## src/rtl/conv_pool_engine.sv

```systemverilog
// conv_pool_engine: serially loaded KxK zero-padded stride-1 convolution, one MAC per cycle,
// followed by 2x2/stride-2 max pooling. Define RELU_EN to clamp negative conv values to 0 before pooling.
module conv_pool_engine #(
  parameter int DW   = 16,
  parameter int FRT  = 14,
  parameter int PAD  = 0,
  parameter int K    = 3,
  parameter int FRAC = 0,
  parameter int AW   = 16
) (
  input  logic          clk,
  input  logic          reset_n,
  input  logic          w_load,
  input  logic [DW-1:0] w_in,
  input  logic          i_load,
  input  logic [DW-1:0] i_in,
  output logic [DW-1:0] pool_result,
  output logic [AW-1:0] addr,
  output logic [1:0]    history,
  output logic          pool_valid,
  output logic          busy,
  output logic          com_end
);

  localparam int O     = FRT + 2*PAD - K + 1;
  localparam int P     = O / 2;
  localparam int KK    = K * K;
  localparam int NPIX  = FRT * FRT;
  localparam int NPOOL = P * P;
  localparam int KW    = (KK > 1) ? $clog2(KK) : 1;
  localparam int IW    = (NPIX > 1) ? $clog2(NPIX) : 1;
  localparam int PW    = (P > 1) ? $clog2(P) : 1;
  localparam int OW    = (NPOOL > 1) ? $clog2(NPOOL) : 1;
  localparam int ACCW  = 2*DW + $clog2(KK);
  localparam int LW    = IW + $clog2(PAD + K + 1) + 2;

  localparam logic signed [LW-1:0]   FRT_L   = LW'(FRT);
  localparam logic signed [LW-1:0]   PAD_L   = LW'(PAD);
  localparam logic signed [ACCW-1:0] SAT_MAX = {{(ACCW-DW+1){1'b0}}, {(DW-1){1'b1}}};
  localparam logic signed [ACCW-1:0] SAT_MIN = ~SAT_MAX;
  localparam logic signed [DW-1:0]   MAX_DW  = {1'b0, {(DW-1){1'b1}}};
  localparam logic signed [DW-1:0]   MIN_DW  = ~MAX_DW;

  typedef enum logic [2:0] {IDLE, LOAD, CONV, POOL, DONE} state_t;

  state_t                 state_q, state_d;
  logic [KW-1:0]          wcnt_q, wcnt_d;
  logic [IW-1:0]          icnt_q, icnt_d;
  logic [KW-1:0]          kidx_q, kidx_d, kr_q, kr_d, kc_q, kc_d;
  logic [1:0]             quad_q, quad_d;
  logic [PW-1:0]          px_q, px_d, py_q, py_d;
  logic [OW-1:0]          ocnt_q, ocnt_d;
  logic signed [ACCW-1:0] acc_q, acc_d;
  logic signed [DW-1:0]   max_q, max_d;
  logic [1:0]             hist_q, hist_d;
  logic [DW-1:0]          res_q, res_d;
  logic [AW-1:0]          addr_q, addr_d;
  logic [1:0]             histo_q, histo_d;

  logic signed [DW-1:0]   weight_mem [KK];
  logic signed [DW-1:0]   pixel_mem  [NPIX];

  logic                   load_ph, w_we, i_we, in_rng, better;
  logic signed [LW-1:0]   oy, ox, r, c;
  logic [IW-1:0]          pix_idx;
  logic signed [DW-1:0]   pix, conv_val, pool_val;
  logic [1:0]             pool_hist;
  logic signed [2*DW-1:0] prod;
  logic signed [ACCW-1:0] acc_sum, shifted;

  assign load_ph = (state_q == IDLE) || (state_q == LOAD);
  assign w_we    = load_ph && w_load;
  assign i_we    = load_ph && i_load && !w_load;

  always_ff @(posedge clk) begin
    if (w_we) weight_mem[wcnt_q] <= w_in;
    if (i_we) pixel_mem[icnt_q]  <= i_in;
  end

  // Tap address: conv position from pooled coord + quadrant, then shifted by kernel offset minus padding.
  always_comb begin
    oy      = $signed(LW'({py_q, quad_q[1]}));
    ox      = $signed(LW'({px_q, quad_q[0]}));
    r       = oy + $signed(LW'(kr_q)) - PAD_L;
    c       = ox + $signed(LW'(kc_q)) - PAD_L;
    in_rng  = !r[LW-1] && (r < FRT_L) && !c[LW-1] && (c < FRT_L);
    pix_idx = IW'(r * FRT_L + c);
    pix     = in_rng ? pixel_mem[pix_idx] : '0;
    prod    = weight_mem[kidx_q] * pix;
    acc_sum = ((kidx_q == '0) ? '0 : acc_q) + ACCW'(prod);
    shifted = acc_sum >>> FRAC;
    if (shifted > SAT_MAX)      conv_val = MAX_DW;
    else if (shifted < SAT_MIN) conv_val = MIN_DW;
    else                        conv_val = shifted[DW-1:0];
`ifdef RELU_EN
    if (conv_val[DW-1]) conv_val = '0;
`endif
    better    = (quad_q == 2'd0) || (conv_val > max_q);
    pool_val  = better ? conv_val : max_q;
    pool_hist = better ? quad_q : hist_q;
  end

  always_comb begin
    state_d = state_q;
    wcnt_d  = wcnt_q;
    icnt_d  = icnt_q;
    kidx_d  = kidx_q;
    kr_d    = kr_q;
    kc_d    = kc_q;
    quad_d  = quad_q;
    px_d    = px_q;
    py_d    = py_q;
    ocnt_d  = ocnt_q;
    acc_d   = acc_q;
    max_d   = max_q;
    hist_d  = hist_q;
    res_d   = res_q;
    addr_d  = addr_q;
    histo_d = histo_q;
    case (state_q)
      IDLE, LOAD: begin
        if (w_load) begin
          wcnt_d = (wcnt_q == KW'(KK-1)) ? '0 : wcnt_q + 1'b1;
        end else if (i_load) begin
          state_d = LOAD;
          if (icnt_q == IW'(NPIX-1)) begin
            icnt_d  = '0;
            state_d = CONV;
          end else begin
            icnt_d = icnt_q + 1'b1;
          end
        end
      end
      CONV: begin
        acc_d  = acc_sum;
        kidx_d = kidx_q + 1'b1;
        if (kc_q == KW'(K-1)) begin
          kc_d = '0;
          kr_d = kr_q + 1'b1;
        end else begin
          kc_d = kc_q + 1'b1;
        end
        // The BR conv value completes the window, so the pooled result is latched on its last tap.
        if (kidx_q == KW'(KK-1)) begin
          kidx_d = '0;
          kr_d   = '0;
          kc_d   = '0;
          quad_d = quad_q + 1'b1;
          max_d  = pool_val;
          hist_d = pool_hist;
          if (quad_q == 2'd3) begin
            state_d = POOL;
            res_d   = pool_val;
            histo_d = pool_hist;
            addr_d  = AW'(ocnt_q);
          end
        end
      end
      POOL: begin
        if (ocnt_q == OW'(NPOOL-1)) begin
          state_d = DONE;
          ocnt_d  = '0;
          px_d    = '0;
          py_d    = '0;
        end else begin
          state_d = CONV;
          ocnt_d  = ocnt_q + 1'b1;
          if (px_q == PW'(P-1)) begin
            px_d = '0;
            py_d = py_q + 1'b1;
          end else begin
            px_d = px_q + 1'b1;
          end
        end
      end
      DONE:    state_d = IDLE;
      default: state_d = IDLE;
    endcase
  end

  always_ff @(posedge clk or negedge reset_n) begin
    if (!reset_n) begin
      state_q <= IDLE;
      wcnt_q  <= '0;
      icnt_q  <= '0;
      kidx_q  <= '0;
      kr_q    <= '0;
      kc_q    <= '0;
      quad_q  <= '0;
      px_q    <= '0;
      py_q    <= '0;
      ocnt_q  <= '0;
      acc_q   <= '0;
      max_q   <= '0;
      hist_q  <= '0;
      res_q   <= '0;
      addr_q  <= '0;
      histo_q <= '0;
    end else begin
      state_q <= state_d;
      wcnt_q  <= wcnt_d;
      icnt_q  <= icnt_d;
      kidx_q  <= kidx_d;
      kr_q    <= kr_d;
      kc_q    <= kc_d;
      quad_q  <= quad_d;
      px_q    <= px_d;
      py_q    <= py_d;
      ocnt_q  <= ocnt_d;
      acc_q   <= acc_d;
      max_q   <= max_d;
      hist_q  <= hist_d;
      res_q   <= res_d;
      addr_q  <= addr_d;
      histo_q <= histo_d;
    end
  end

  assign pool_result = res_q;
  assign addr        = addr_q;
  assign history     = histo_q;
  assign pool_valid  = (state_q == POOL);
  assign busy        = (state_q == CONV) || (state_q == POOL);
  assign com_end     = (state_q == DONE);

endmodule

```

## config.mk

```make
export PLATFORM = sky130hd
export DESIGN_NAME = conv_pool_engine
export DESIGN_NICKNAME = d
export VERILOG_FILES = /design/src/rtl/conv_pool_engine.sv
export SDC_FILE = /design/constraint.sdc
export NUM_CORES = 2
export LEC_CHECK = 0
export CORE_MARGIN = 5
export CORE_UTILIZATION = 30
export CTS_BUF_LIST = sky130_fd_sc_hd__clkbuf_8
export DETAILED_ROUTE_END_ITERATION = 10
export PLACE_DENSITY = 0.55
export SLEW_MARGIN = 0
export SYNTH_ARGS = -nofsm -noshare
export SYNTH_HDL_FRONTEND = slang
export SYNTH_SLANG_ARGS = --single-unit
```

## constraint.sdc

```tcl
create_clock -name clk -period 22.1 [get_ports clk]
set_input_delay 3.315 -clock clk [delete_from_list [all_inputs] [get_ports clk]]
set_output_delay 3.315 -clock clk [all_outputs]
set_load 0.005 [all_outputs]
```

==> After elaboration in Yosys (flattened, before gate mapping) <==
Memories as Yosys holds them, arrays and structs flattened.
Index checks and enable logic that the tools add are counted.
{ "word_totals": {"n_memories": 2, "out_inout_bits": 37, "wordCells": 108, "reg_bits": 119, "ramBits": 3280} }
{ "classes": {"muxes": 29, "addsub": 13, "n_lt_le_gt_ge": 5, "bitwise": 1, "reduce_logical": 25, "eq_ne": 15, "mul": 2} }
{ "mem_list": {"columns": ["memory", "depth", "width", "rd", "rd_ports_with_merged_regs", "write_ports", "line_no", "rtl"], "rows": [
  ["pixel_mem", 196, 16, 1, 0, 1, "61", "logic signed [DW-1:0] pixel_mem [NPIX];"],
  ["weight_mem", 9, 16, 1, 0, 1, "60", "logic signed [DW-1:0] weight_mem [KK];"]
]} }
{ "ops": {"columns": ["cell", "n"], "rows": [
  ["2-to-1 mux 16 bit", 4],
  ["adder 36 bit", 1],
  ["> comparator 36 x 16 -> 1 bit, second input constant", 1],
  ["less-than comparator 36 x 16 -> 1 bit, second input constant", 1],
  ["2-to-1 mux 36 bit", 1],
  ["multiplier 16 x 16 -> 32 bit", 1],
  ["2-to-1 mux 3 bit", 9],
  ["2-to-1 mux 4 bit", 6],
  ["adder 4 x 1 -> 4 bit, second input constant", 4],
  ["> comparator 16 bit", 1],
  ["adder 4 x 4 -> 5 bit", 2],
  ["less-than comparator 5 x 4 -> 1 bit, second input constant", 2],
  ["one-hot mux 3 bit (3 select lines)", 1],
  ["adder 8 x 1 -> 8 bit, second input constant", 1],
  ["adder 8 x 5 -> 8 bit", 1],
  ["equality test 4 bit, second input constant", 2],
  ["equality test 8 bit, second input constant", 1],
  ["2-to-1 mux 8 bit", 1],
  ["!= test 2 bit, second input constant", 4],
  ["AND reduction 2 bit", 4],
  ["multiplier 5 x 3 -> 7 bit, second input constant", 1],
  ["adder 3 x 1 -> 3 bit, second input constant", 2],
  ["adder 6 x 1 -> 6 bit, second input constant", 1],
  ["equality test 3 x 2 -> 1 bit, second input constant", 2],
  ["21 further kinds", 36]
]} }

==> Logic depth before layout (Yosys ltp) <==
{ "logic_depth": {"depth_word": 14, "depth_mapped": 71, "ltp_nobuf": 66} }

==> Worst setup path after synthesis <==
No wires, ideal clock.
{ "synth_timing": {"path_type": "register -> register", "startpoint": "register kr_q[0]", "endpoint": "register res_q[15] (netlist: pool_result[15])", "slack_ps": 6165, "setup_time_ps": 125, "path_stages_with_launch": 67, "required_time_ps": 21975, "arrival_time_ps": 15810, "period_less_slack_ps": 15935, "cell_sequence": "dfrtp_1 ha_1 fa_1 xor2_1 inv_1 fa_1 inv_1 fa_1 ha_1 xnor2_1 buf_2 buf_1 clkbuf_1 clkbuf_1 mux2i_1 nor2_1 a21oi_1 o21ai_0 (+31 left out) nand3_1 or4b_1 nor4_4 nor2_2 buf_2 nor2_1 ha_1 nor2b_1 o21a_1 o21a_1 o211ai_1 a21oi_1 a211oi_1 mux2_2 a21oi_1 clkbuf_1 o21ai_0 mux2_2"} }
{ "synth_via": {"elab_chain_len": 14, "word_cells_on_any_way": 18} }
{ "synth_lines": {"columns": ["element", "line_no", "rtl"], "rows": [
  ["start: declaration", "49", "logic [KW-1:0] kidx_q, kidx_d, kr_q, kr_d, kc_q, kc_d;"],
  ["start signal: assignment", "204", "kr_q <= kr_d;"],
  ["adder 4 x 4 -> 5 bit (*)", "84", "r = oy + $signed(LW'(kr_q)) - PAD_L;"],
  ["parallel branches: the longest is 4 deep, another holds memory read (196 x 16 bit)", null, null],
  ["2-to-1 mux 16 bit (*)", "88", "pix = in_rng ? pixel_mem[pix_idx] : '0;"],
  ["multiplier 16 x 16 -> 32 bit (*)", "89", "prod = weight_mem[kidx_q] * pix;"],
  ["adder 36 bit (*)", "90", "acc_sum = ((kidx_q == '0) ? '0 : acc_q) + ACCW'(prod);"],
  ["less-than comparator 36 x 16 -> 1 bit", "93", "else if (shifted < SAT_MIN) conv_val = MIN_DW;"],
  ["2-to-1 mux 16 bit", "93", null],
  ["2-to-1 mux 16 bit (*)", "92", "if (shifted > SAT_MAX) conv_val = MAX_DW;"],
  ["> comparator 16 bit", "98", "better = (quad_q == 2'd0) || (conv_val > max_q);"],
  ["logical OR 1 bit", "98", null],
  ["2-to-1 mux 16 bit (*)", "99", "pool_val = better ? conv_val : max_q;"],
  ["end signal: assignment", "213", "res_q <= res_d;"],
  ["end: declaration", "56", "logic [DW-1:0] res_q, res_d;"]
]} }
Every way passes the cells marked *.
A chain may end at the register's enable or synchronous reset.

==> Worst setup path in the final report <==
{ "layout_timing": {"startpoint": "register kr_q[1]", "endpoint": "register res_q[11] (netlist: pool_result[11])"} }
Same word-level chain as after synthesis.

==> flow_metrics.env <==
export IMPL_layout_min_cycle_time_ps=19100
export IMPL_avgSynthCellArea_um2=19.8
export IMPL_gr_usage_all_layers=0.149
export IMPL_cts_setup_buffers=0
export IMPL_placed_cells=13700
export IMPL_max_freq_mhz=52.4
export IMPL_max_slew_margin=0.126
export IMPL_die_x_um=705
export IMPL_viasPerCell=4.96
export IMPL_fin_crit_sh=0.864
export IMPL_gp_congestion=0.803
export IMPL_ys_seq_area_frac=0.701
export IMPL_synth_largest_area_cell="edfxtp_1"
export IMPL_ys_types=92
export IMPL_worst_slack_ps=3000
export IMPL_wl_per_cell_um=25.8
export IMPL_worstPathMaxFanout=25
export IMPL_cts_made_buffers=559
export IMPL_synth_compound_area_share=0.0209
export IMPL_reg2regPathDepth=66
export IMPL_yosys_warnings=0
export IMPL_async_flop_share=0.0350
export IMPL_drtIter0Drc=7678
export IMPL_dr_total_vias=73000
export IMPL_syn_to_final_growth_pct=13.9
export IMPL_required_ps=23090
export IMPL_max_slew_worst_pin_slew_ps=1310
export IMPL_grt_pass1_vias=76300
export IMPL_endpoint="pool_result[11]"
export IMPL_dr_pass1_iters=7
export IMPL_drive_gt1_frac=0.265
export IMPL_yosys_area_top_type_share=0.680
export IMPL_cts_sinks=3399
export IMPL_ys_seq_elements=3399
export IMPL_hold_viol=0
export IMPL_dp_slack_ps=3090
export IMPL_synth_top_cells_by_area="edfxtp_1 (68%), mux4_2 (16%), fa_1 (3.8%)"
export IMPL_chipHeight_um=705
export IMPL_slew_violations=0
export IMPL_core_area_um2=481000
export IMPL_post_route_util=0.342
export IMPL_endpoint_kind="register"
export IMPL_worst_setup_path_type="reg2reg"
export IMPL_report_final_setup_viol=0
export IMPL_stdcell_count=14700
export IMPL_synthCells=7295
export IMPL_ys_flop_type="edfxtp_1"
export IMPL_ant_nets=0
export IMPL_synthAdderAreaFrac=0.0522
export IMPL_fin_nets=8342
export IMPL_grt_pass1_wl_um=549000
export IMPL_clock_skew_ps=121
export IMPL_rows=255
export IMPL_crit_top_cell="inv_1"
export IMPL_cts_buffer_depth=4
export IMPL_seq_area_um2=101000
export IMPL_io_pins=73
export IMPL_syn_area_um2=145000
export IMPL_r2r_slack_ps=3000
export IMPL_rsz0062_at_grt="no"
export IMPL_hold_buffers=0
export IMPL_crit_start="kr_q[1]"
export IMPL_finalSetupTns_ps=0
export IMPL_drc=0
export IMPL_wl_um=379000
export IMPL_synth_top_family_by_area="multiplexers"
export IMPL_grt_ovfl_total=0
export IMPL_synth_edf_count=3280
export IMPL_root_buffer="clkbuf_8"
export IMPL_grt_antenna_before_repair=27
export IMPL_timing_rr_start="kr_q[1]"
export IMPL_cts_tree="done"
export IMPL_start_util=0.301
export IMPL_cts_htree_levels=6
export IMPL_portBuffers=62
export IMPL_clkTransAtPathRegs_ps=50
export IMPL_status="finished, final reports clean"
export IMPL_critPathLaunchType="register"
export IMPL_die_area_um2=496000
export IMPL_cpMaxStageDelayCell="nor2_1"
export IMPL_arrival_ps=20090
export IMPL_cts_resized_gates=0
export IMPL_multi_input_area_um2=40600
export IMPL_muxShareOfSynthArea=0.164
export IMPL_insertion_delay_ps=1180
export IMPL_r2r_end="pool_result[11]"
export IMPL_max_cap_violations=0
export IMPL_grt_max_degree=122
export IMPL_synth_simple_gate_area_frac=0.0351
export IMPL_synth_xor_area_frac=0.00534
export IMPL_cp_slowest_stage_delay_ps=770
export IMPL_hold_class="reg2reg"
export IMPL_dp_hpwl_um=228000
export IMPL_fillerInstances=45100
critical path: cells and delay by family, from the launching register on:
family / cells / cell delay (ps)
adder cells (fa/ha/maj): 13 / 5690
flip-flops: 1 / 440
AND/OR/NAND/NOR: 12 / 3630
AO/OA/AOI/OAI: 21 / 5190
buffers and inverters: 13 / 1950
XOR/XNOR: 3 / 910
multiplexers: 4 / 1100
cells in the final DEF, fill, tap and decap left out, types with 133 or more instances in the layout:
cell type / count
buf_4: 298
mux4_2: 1026
clkbuf_8: 566
fa_1: 271
nor2_1: 255
inv_1: 519
nand2_1: 327
a21oi_1: 133
and2_1: 133
edfxtp_1: 3280
ha_1: 167
worst min path at each step:
stage | start | end | slack, ps | depth (start not counted)
2_1_floorplan | acc_q[15] | acc_q[15] | 440 | 2
3_3_place_gp | acc_q[0] | acc_q[0] | 450 | 2
3_5_place_dp | acc_q[14] | acc_q[14] | 450 | 2
4_1_cts | acc_q[14] | acc_q[14] | 470 | 2
5_1_grt | acc_q[11] | acc_q[11] | 490 | 2
6_report | acc_q[12] | acc_q[12] | 470 | 2
cells in the mapped netlist, types with 4 or more instances:
cell	number
mux2i_1	51
a21oi_1	136
a21o_1	44
and4_1	4
xnor2_1	57
nand4_1	11
o21ai_0	93
buf_4	44
clkbuf_1	197
nor2b_1	66
or2_2	27
nor4_1	8
fa_1	272
o21a_1	11
and2_1	133
a31oi_1	36
inv_1	345
o211ai_1	10
nor3_1	50
nor2_1	323
mux2_2	16
o21ai_1	17
xor2_1	25
o21bai_1	11
a211oi_1	47
edfxtp_1	3280
buf_2	114
o21ai_2	6
or3_1	7
dfrtp_1	119
nand2b_1	29
nand3_1	34
nand2_1	327
a211o_1	4
ha_1	169
o31ai_1	7
nor3b_1	4
and3_1	34
buf_1	24
mux4_2	1026
metal layers:
layer,wire [um],GRT usage,part of all wire
met1,166000,0.212,0.44
met2,179000,0.237,0.47
met3,25300,0.0254,0.067
met4,8840,0.0376,0.023
met5,24,0,0.000063
state kept, by name, indices dropped and copies added (netlist names), 4 cells and up:
name         flops
max_q           16
addr             6
pixel_mem     3136
acc_q           36
ocnt_q           6
kidx_q           4
wcnt_q           4
icnt_q           8
pool_result     16
weight_mem     144
kc_q             4
kr_q             4
cells by family (layout without fill, tap and decap cells):
group                      Yosys count  count (layout)
xor gates and xnor gates            84              84
AOI/OAI and AO/OA                  474             474
adders and majority gates          441             441
DFF                               3399            3399
buffers and inverters              726            1698
other                                1              18
muxes                             1093            1093
and+or+nand+nor                   1077            1077
per-stage QoR:
step / hold slack, ps / instance area, um2
2_1_floorplan: 438 / 145000
3_3_place_gp: 453 / 155000
3_5_place_dp: 455 / 155000
4_1_cts: 470 / 165000
5_1_grt: 493 / 165000
6_report: 466 / 165000
layout make-up:
class,instances,share of cell area
flip-flops and latches,3399,0.616
well taps,6425,0.0488
diodes,8,0.000121
inverters,346,0.00788
repair buffers,380,0.0199
clock buffers,566,0.0473
multi-input cells,3179,0.246
clock inverters,406,0.0142
Power is left out: the tool's default activity adds up to more than one toggle a clock period on the data nets, which glitch-free logic cannot reach.
